## src/rtl/uart_fifo_buffer.sv

```systemverilog
// uart_fifo_buffer: synchronous FIFO that sits between the UART shift-register
// datapaths and the bus-interface registers. It provides an occupancy count,
// programmable almost-full/almost-empty flags and sticky overflow/underflow
// error flags.
// Optional feature macro: UART_FIFO_FWFT_EN selects first-word-fall-through
// read data. When the macro is not defined, the read port is registered.
module uart_fifo_buffer #(
  parameter int DATA_WIDTH = 8,
  parameter int ADDR_WIDTH = 4,
  parameter int AF_LEVEL   = 2**ADDR_WIDTH - 2,
  parameter int AE_LEVEL   = 2
) (
  input  logic                  clk,
  input  logic                  reset_n,
  input  logic                  wr,
  input  logic [DATA_WIDTH-1:0] w_data,
  input  logic                  rd,
  output logic [DATA_WIDTH-1:0] r_data,
  output logic                  r_valid,
  output logic                  full,
  output logic                  empty,
  output logic                  almost_full,
  output logic                  almost_empty,
  output logic [ADDR_WIDTH:0]   level,
  output logic                  overflow,
  output logic                  underflow,
  input  logic                  clr_err
);

  localparam int                DEPTH   = 2**ADDR_WIDTH;
  localparam logic [ADDR_WIDTH:0] DEPTH_L = DEPTH[ADDR_WIDTH:0];
  localparam logic [ADDR_WIDTH:0] AF_L    = AF_LEVEL[ADDR_WIDTH:0];
  localparam logic [ADDR_WIDTH:0] AE_L    = AE_LEVEL[ADDR_WIDTH:0];
  localparam logic [ADDR_WIDTH:0] PTR_ONE = {{ADDR_WIDTH{1'b0}}, 1'b1};

  logic [DATA_WIDTH-1:0] mem [DEPTH];

  logic [ADDR_WIDTH:0] wptr_q, wptr_d, rptr_q, rptr_d, level_q, level_d;
  logic                full_q, full_d, empty_q, empty_d;
  logic                af_q, af_d, ae_q, ae_d;
  logic                ovf_q, ovf_d, udf_q, udf_d;
  logic                wr_acc, rd_acc;

  // Accept decisions, pointer advance and status flags computed from the
  // pointers as they will be after this edge, so the flags never lag the pointers.
  always_comb begin
    wr_acc  = wr && !full_q;
    rd_acc  = rd && !empty_q;
    wptr_d  = wr_acc ? wptr_q + PTR_ONE : wptr_q;
    rptr_d  = rd_acc ? rptr_q + PTR_ONE : rptr_q;
    level_d = wptr_d - rptr_d;
    full_d  = (level_d == DEPTH_L);
    empty_d = (level_d == '0);
    af_d    = (level_d >= AF_L);
    ae_d    = (level_d <= AE_L);
  end

  // Sticky error flags. A new error in the same cycle as clr_err keeps the flag set.
  // A read against an empty FIFO that coincides with a write is not counted as an
  // underflow, because the write fills the FIFO on that edge.
  always_comb begin
    ovf_d = clr_err ? 1'b0 : ovf_q;
    udf_d = clr_err ? 1'b0 : udf_q;
    if (wr && full_q) ovf_d = 1'b1;
    if (rd && empty_q && !wr) udf_d = 1'b1;
  end

  // Storage array. It has no reset; only the pointers define which words are valid.
  always_ff @(posedge clk) begin
    if (wr_acc) mem[wptr_q[ADDR_WIDTH-1:0]] <= w_data;
  end

  // Pointer and status register.
  always_ff @(posedge clk or negedge reset_n) begin
    if (!reset_n) begin
      wptr_q  <= '0;
      rptr_q  <= '0;
      level_q <= '0;
      full_q  <= 1'b0;
      empty_q <= 1'b1;
      af_q    <= 1'b0;
      ae_q    <= 1'b1;
      ovf_q   <= 1'b0;
      udf_q   <= 1'b0;
    end else begin
      wptr_q  <= wptr_d;
      rptr_q  <= rptr_d;
      level_q <= level_d;
      full_q  <= full_d;
      empty_q <= empty_d;
      af_q    <= af_d;
      ae_q    <= ae_d;
      ovf_q   <= ovf_d;
      udf_q   <= udf_d;
    end
  end

  assign level        = level_q;
  assign full         = full_q;
  assign empty        = empty_q;
  assign almost_full  = af_q;
  assign almost_empty = ae_q;
  assign overflow     = ovf_q;
  assign underflow    = udf_q;

`ifdef UART_FIFO_FWFT_EN
  // The head word is shown continuously. r_data is forced to zero while the FIFO is empty.
  assign r_data  = empty_q ? '0 : mem[rptr_q[ADDR_WIDTH-1:0]];
  assign r_valid = !empty_q;
`else
  logic [DATA_WIDTH-1:0] r_data_q, r_data_d;
  logic                  r_valid_q, r_valid_d;

  // Registered read port. It loads only on an accepted pop and holds its value otherwise.
  always_comb begin
    r_data_d  = rd_acc ? mem[rptr_q[ADDR_WIDTH-1:0]] : r_data_q;
    r_valid_d = rd_acc;
  end

  // Read data register.
  always_ff @(posedge clk or negedge reset_n) begin
    if (!reset_n) begin
      r_data_q  <= '0;
      r_valid_q <= 1'b0;
    end else begin
      r_data_q  <= r_data_d;
      r_valid_q <= r_valid_d;
    end
  end

  assign r_data  = r_data_q;
  assign r_valid = r_valid_q;
`endif

endmodule

```

## config.mk

```make
export PLATFORM = sky130hd
export DESIGN_NAME = uart_fifo_buffer
export DESIGN_NICKNAME = d
export VERILOG_FILES = /design/src/rtl/uart_fifo_buffer.sv
export SDC_FILE = /design/constraint.sdc
export NUM_CORES = 1
export LEC_CHECK = 0
export ABC_AREA = 1
export BUFFER_PORTS_ARGS = -buffer_cell sky130_fd_sc_hd__buf_2
export CAP_MARGIN = 10
export CELL_PAD_IN_SITES_DETAIL_PLACEMENT = 1
export CELL_PAD_IN_SITES_GLOBAL_PLACEMENT = 2
export CORE_MARGIN = 8
export CORE_UTILIZATION = 40
export CTS_BUF_LIST = sky130_fd_sc_hd__clkbuf_8 sky130_fd_sc_hd__clkbuf_16
export DETAILED_ROUTE_END_ITERATION = 6
export PLACE_DENSITY_LB_ADDON = 0.12
export SLEW_MARGIN = 20
export SYNTH_ARGS = -nofsm -noshare
export SYNTH_HDL_FRONTEND = slang
export SYNTH_SLANG_ARGS = --single-unit
```

## constraint.sdc

```tcl
create_clock -name clk -period 2.6 [get_ports clk]
set_input_delay 0.26 -clock clk [delete_from_list [all_inputs] [get_ports clk]]
set_output_delay 0.26 -clock clk [all_outputs]
set_load 0.005 [all_outputs]
```

Word level (Yosys, flattened, before mapping)
Memory sizes are Yosys's and may differ from the RTL's. A register that Yosys moved wholly into a read port is not among the register bits.
Cells that the tools add are included.
{"block": "word_totals", "register_bits": 22, "ramBits": 128, "in_bits": 13, "output_inout_bits": 20, "memories": 1}
{"block": "op_classes", "n_addsub": 3, "magnitude_cmp": 2, "n_eq_ne": 1, "mux": 7, "n_reduce_logical": 12}
{"memory": "mem", "words": 16, "word_bits": 8, "rd": 1, "rd_clocked_by_memory_dff": 1, "write_ports": 1, "line_no": "36", "source": "logic [DATA_WIDTH-1:0] mem [DEPTH];"}
{"operator": "5-bit by 1-bit adder with 5-bit output (second input constant)", "n": 2}
{"operator": "5-bit 2-to-1 mux", "n": 2}
{"operator": "5-bit equality test (second input constant)", "n": 1}
{"operator": "5-bit by 4-bit >= comparator with 1-bit output (second input constant)", "n": 1}
{"operator": "5-bit by 2-bit less-or-equal comparator with 1-bit output (second input constant)", "n": 1}
{"operator": "1-bit logical AND", "n": 5}
{"operator": "5-bit logical NOT", "n": 1}
{"operator": "1-bit 2-to-1 mux", "n": 5}
{"operator": "5-bit subtractor", "n": 1}
{"operator": "1-bit logical NOT", "n": 4}
{"operator": "2-bit nonzero test", "n": 2}

Logic depth before layout (Yosys ltp)
{"block": "depth", "depth_word": 5, "mapped_depth": 17, "depth_no_buf": 17}

Worst setup path before layout
No wires, ideal clock.
{"block": "synth_timing", "path_type": "reg2reg", "from": "register rptr_q[0]", "to": "register af_q, in the netlist almost_full", "arrival_time_ps": 1868, "slack_ps": 614, "path_stages_with_launch": 17, "cell_sequence": "dfrtp_1 > inv_1 > buf_2 > clkbuf_1 > nand2_1 > nand2_1 > inv_1 > ha_1 > inv_1 > ha_1 > nor2_1 > inv_1 > nand3_1 > nand3_2 > nand3_1 > nand2_1 > nand2_1"}
{"block": "synth_between", "elab_chain_cells": 4}
{"element": "start: declaration", "line_no": "38", "source": "logic [ADDR_WIDTH:0] wptr_q, wptr_d, rptr_q, rptr_d, level_q, level_d;"}
{"element": "start signal: assignment", "line_no": "87", "source": "rptr_q <= rptr_d;"}
{"element": "5-bit by 1-bit adder with 5-bit output", "line_no": "50", "source": "rptr_d = rd_acc ? rptr_q + PTR_ONE : rptr_q;"}
{"element": "5-bit 2-to-1 mux (*)", "line_no": "50"}
{"element": "net rptr_d[0]", "line_no": "38"}
{"element": "5-bit subtractor (*)", "line_no": "51", "source": "level_d = wptr_d - rptr_d;"}
{"element": "5-bit by 4-bit >= comparator with 1-bit output (*)", "line_no": "54", "source": "af_d = (level_d >= AF_L);"}
{"element": "net af_d", "line_no": "40", "source": "logic af_q, af_d, ae_q, ae_d;"}
{"element": "end signal: assignment", "line_no": "81", "source": "af_q <= 1'b0;"}
{"element": "end signal: assignment", "line_no": "91", "source": "af_q <= af_d;"}
{"element": "end: declaration", "line_no": "40"}
Mark *: on every way through the listed nets, which the timed path passes. The rest lies on a longest branch.
A chain may end at the register's enable or synchronous reset.

Final worst setup path
{"block": "layout_timing", "from": "register wptr_q[0]", "to": "register ae_q, in the netlist almost_empty"}
{"block": "layout_between", "elab_chain_cells": 4}
{"element": "start: declaration", "line_no": "38"}
{"element": "start signal: assignment", "line_no": "86", "source": "wptr_q <= wptr_d;"}
{"element": "5-bit by 1-bit adder with 5-bit output", "line_no": "49", "source": "wptr_d = wr_acc ? wptr_q + PTR_ONE : wptr_q;"}
{"element": "5-bit 2-to-1 mux (*)", "line_no": "49"}
{"element": "5-bit subtractor (*)", "line_no": "51"}
{"element": "5-bit by 2-bit less-or-equal comparator with 1-bit output (*)", "line_no": "55", "source": "ae_d = (level_d <= AE_L);"}
{"element": "net ae_d", "line_no": "40"}
{"element": "end signal: assignment", "line_no": "82", "source": "ae_q <= 1'b1;"}
{"element": "end signal: assignment", "line_no": "92", "source": "ae_q <= ae_d;"}
{"element": "end: declaration", "line_no": "40"}
Marks and branches as above.

==> qor.csv <==
stage;metric;value;unit
outcome;status;complete, no violations;
pwr;part of the power in registers;36.3;%
setup_path;reg2reg setup slack;0.47;ns
clock_network;clk_lat worst skew;0.42;ns
route;DR WL/cell;20.2;µm
clock_network;CTS H-tree depth;4;
final_layout;area of the multi-input gates;1790;µm²
global_route;antenna violations before repair;0;
pwr;PwrDens;1200;nW/µm²
setup_path;CP Capture Type;register;
floorplanning;Die Y;145;µm
timing;worst-margin pin slew;0.791;ns
final_layout;FILL cells;1777;
setup_path;WP data arrival;2.48;ns
pwr;Clk pwr share;25.8;%
setup_path;worst reg2reg path depth;12;
setup_path;Crit-path slowest cell;dfrtp_1;
yosys;Synth Warn #;0;
setup_path;most numerous cell on the critical path;nand2_1;
setup_path;crit path capture;almost_empty;
pwr;NetSw;3520;µW
pwr;leak pwr;0.00291;µW
global_route;gr usage total;17.8;%
place;dpl hpwl;11.2;mm
route;TritonRoute pass-1 iters;5;
setup_path;critical path type;reg -> reg;
timing;slew margin rel.;47.3;%
place;Cell Area, Placed;7160;µm²
timing;Slew Limit Fails;0;
route;Detail Route Antenna Nets;0;
yosys;synthesized area per cell;11.8;µm²
final_layout;Util after Layout;47.3;%
setup_path;crit path max fanout;5;
clock_network;CTS Hold Buffers Added;1;
yosys;FF+latch count, synth;158;
clock_network;cts bufs inserted;17;
route;Vias/cell;5.22;
yosys;Cells after Synth;560;
timing;Fin Setup TNS;0;ns
pwr;combinational share of power;37.9;%
yosys;sequential fraction of the synthesis area;69.5;%
pwr;switching fraction of total power;37.8;%
yosys;Cell Area, Synth;6610;µm²
clock_network;CTS tree;done;
floorplanning;CORE AREA;16300;µm²
timing;Max Fclk;470;MHz
clock_network;Clock Path Buffers;2;
clock_network;CTS Root Cell;clkbuf_16;
clock_network;Setup Buffers After CTS;0;
clock_network;CTS resizes;0;
clock_network;clk sink count;158;
final_layout;synth-to-layout area growth;17.1;%
final_layout;share of layout cells above drive strength 1;19.1;%
hold_path;worst min path class;in -> reg;
timing;Final Hold Vio Count;0;
setup_path;slowest stage delay, CP;0.43;ns
pwr;Tot Pwr;9300;µW
floorplanning;initial core utilization;40.4;%
final_layout;post-route cell area;7740;µm²
setup_path;endpoint of the worst register-to-register path;almost_empty;
floorplanning;Ports;33;
timing;Tcrit/Tclk final;81.9;%
clock_network;clk slew on worst S/H paths;0.06;ns
pwr;peak supply drop;0.000676;V
global_route;first-pass GRT wire length;27.0;mm
place;GPL Wtd Cong;0.730;
floorplanning;row count;47;
timing;Final min period;2.13;ns
setup_path;worst-path cell chain;inv_1 -> ha_1 -> nand2_1 -> o21ai_0 -> ha_1 -> nand2_1 -> nand2_1 -> a21oi_1 -> nand2_2 -> nand2_4 -> nand3_1 -> nor2_1;
floorplanning;die width;145;µm
place;pre-CTS worst setup slack;0.458;ns
route;DR vias;4425;
global_route;number of global-route vias before repair;4669;
global_route;GRT Residual Overflow;0;
pwr;P_int;5780;µW
yosys;Unique masters post-synth;31;
route;drt initial violations;238;
timing;Final Setup Violations;0;
final_layout;diode count;0;
job;max-cap viol count;0;
timing;final worst slack;0.471;ns
final_layout;Reg area;4600;µm²
route;DRT Wirelength;17.2;mm
setup_path;Critical Path Source Type;register;
timing;RSZ-0062 raised after global routing;no;
setup_path;Critical Path RT;2.95;ns
floorplanning;die area;20900;µm²
setup_path;FF-to-FF Start;wptr_q[0];
setup_path;Worst Setup SP;wptr_q[0];
yosys;Post-Syn Nets;581;
timing;skew final;0.00793;ns
final_layout;Final Net Count;636;
place;count of port buffers added during placement;32;
route;residual DRC count;0;
global_route;largest net degree at the start of global routing;65;
worst max-delay path: cells and delay by family (launching register included):
kind            cells  cell delay (ns)
flops               1             0.43
fa+ha+maj           2             0.63
simple gates        7             0.59
buf+inv             1             0.11
compound gates      2             0.33
Yosys cell counts:
master	count	share of area, %
clkinv_2	1	0.076
dfstp_2	2	0.79
a21oi_1	17	1.3
nand4_1	4	0.38
buf_4	1	0.11
edfxtp_1	128	58
inv_1	26	1.5
nand3_4	1	0.26
o211ai_1	3	0.34
dfrtp_1	28	11
xnor2_1	2	0.26
nor2_4	1	0.17
nor2_1	102	5.8
nor2_8	1	0.30
buf_2	10	0.76
nand2_4	4	0.68
o21ai_0	69	5.2
ha_1	8	1.5
xor2_2	1	0.25
nand2_1	66	3.7
inv_2	4	0.23
nand3_2	5	0.76
nand2_2	11	1.0
o22ai_1	15	1.4
o21ai_1	7	0.53
o221ai_1	13	1.7
o32ai_1	1	0.13
clkbuf_1	11	0.62
buf_1	2	0.11
nor2_2	3	0.28
nand3_1	13	0.98
how the worst min path moves through the flow:
stage / start / slack (ns) / endpoint / cells after the start
5_1_grt: clr_err / 0.05 / underflow / 2
4_1_cts: clr_err / 0.04 / underflow / 2
3_5_place_dp: reset_n / 0.38 / r_valid / 1
6_report: clr_err / 0.05 / underflow / 2
3_3_place_gp: reset_n / 0.37 / r_data[4] / 1
2_1_floorplan: reset_n / -0.04 / almost_full / 0
kinds of logic (layout without fill, tap and decap cells):
kind of cell,after synthesis,in the layout,synth area share [%]
DFF,158,158,69.5
buffers and inverters,55,123,3.39
adders and majority gates,8,8,1.51
AOI/OAI and AO/OA,125,125,10.7
and+or+nand+nor,211,211,14.4
xor gates and xnor gates,3,3,0.511
per-layer routing:
layer  track usage (%)  up-vias  wire (µm)
met3              2.84       23        429
li1                  -     2089          -
met4              6.63        0        322
met5                 0        -          0
met2              29.9       66       8450
met1              22.8     2247       7960
registers in the layout, summed over array words and instances, names as in the netlist:
| register | cells |
|---|---|
| mem | 128 |
| r_data | 8 |
| level | 5 |
| rptr_q | 5 |
| wptr_q | 5 |
| almost_empty | 1 |
| almost_full | 1 |
| empty | 1 |
| full | 1 |
| overflow | 1 |
| r_valid | 1 |
| underflow | 1 |
cell usage in the layout (no fill, tap or decap):
cell	synthesis	final
edfxtp_1	128	128
nor2_1	102	102
o21ai_0	69	69
nand2_1	66	66
buf_2	10	32
inv_1	26	29
dfrtp_1	28	27
buf_4	1	26
a21oi_1	17	17
clkbuf_16	0	17
o22ai_1	15	15
nand3_1	13	13
o221ai_1	13	13
nand2_2	11	11
ha_1	8	8
o21ai_1	7	7
nand3_2	5	5
inv_2	4	4
nand4_1	4	4
nand2_4	4	4
clkinv_2	1	4
nor2_2	3	3
clkinv_1	0	3
o211ai_1	3	3
clkbuf_8	0	3
xnor2_1	2	2
dfstp_2	2	2
bufinv_16	0	2
nor2_4	1	1
nand3_4	1	1
nor2_8	1	1
xor2_2	1	1
o32ai_1	1	1
clkinvlp_4	0	1
dlygate4sd3_1	0	1
buf_12	0	1
dfrtp_2	0	1
through the flow:
step / cells / hold slack [ns]
final: 848 / 0.0512
after detailed placement: 815 / 0.382
after CTS: 848 / 0.0436
after global placement: 815 / 0.373
after floorplan: 560 / -0.0356
after global routing: 848 / 0.0542
cell type report:
| type | instances | share of cell area [%] |
|---|---|---|
| Clock buffer | 20 | 6.03 |
| Clock inverter | 12 | 1.36 |
| Sequential cell | 158 | 59.4 |
| Multi-Input combinational cell | 347 | 23.1 |
| Timing Repair Buffer | 60 | 4.98 |
| Inverter | 31 | 1.52 |
| Tap cell | 220 | 3.56 |
power by group through the flow:
stage                     Clock (µW)  Combinational, µW  Sequential, µW
after CTS                       2460               3610            3380
after global routing            2540               3990            3420
after detailed placement           0               3580            3430
after global placement             0               3520            3420
after floorplan                    0               2350            3400
final                           2400               3520            3380
No activity file was read; power rests on OpenSTA's default activity.
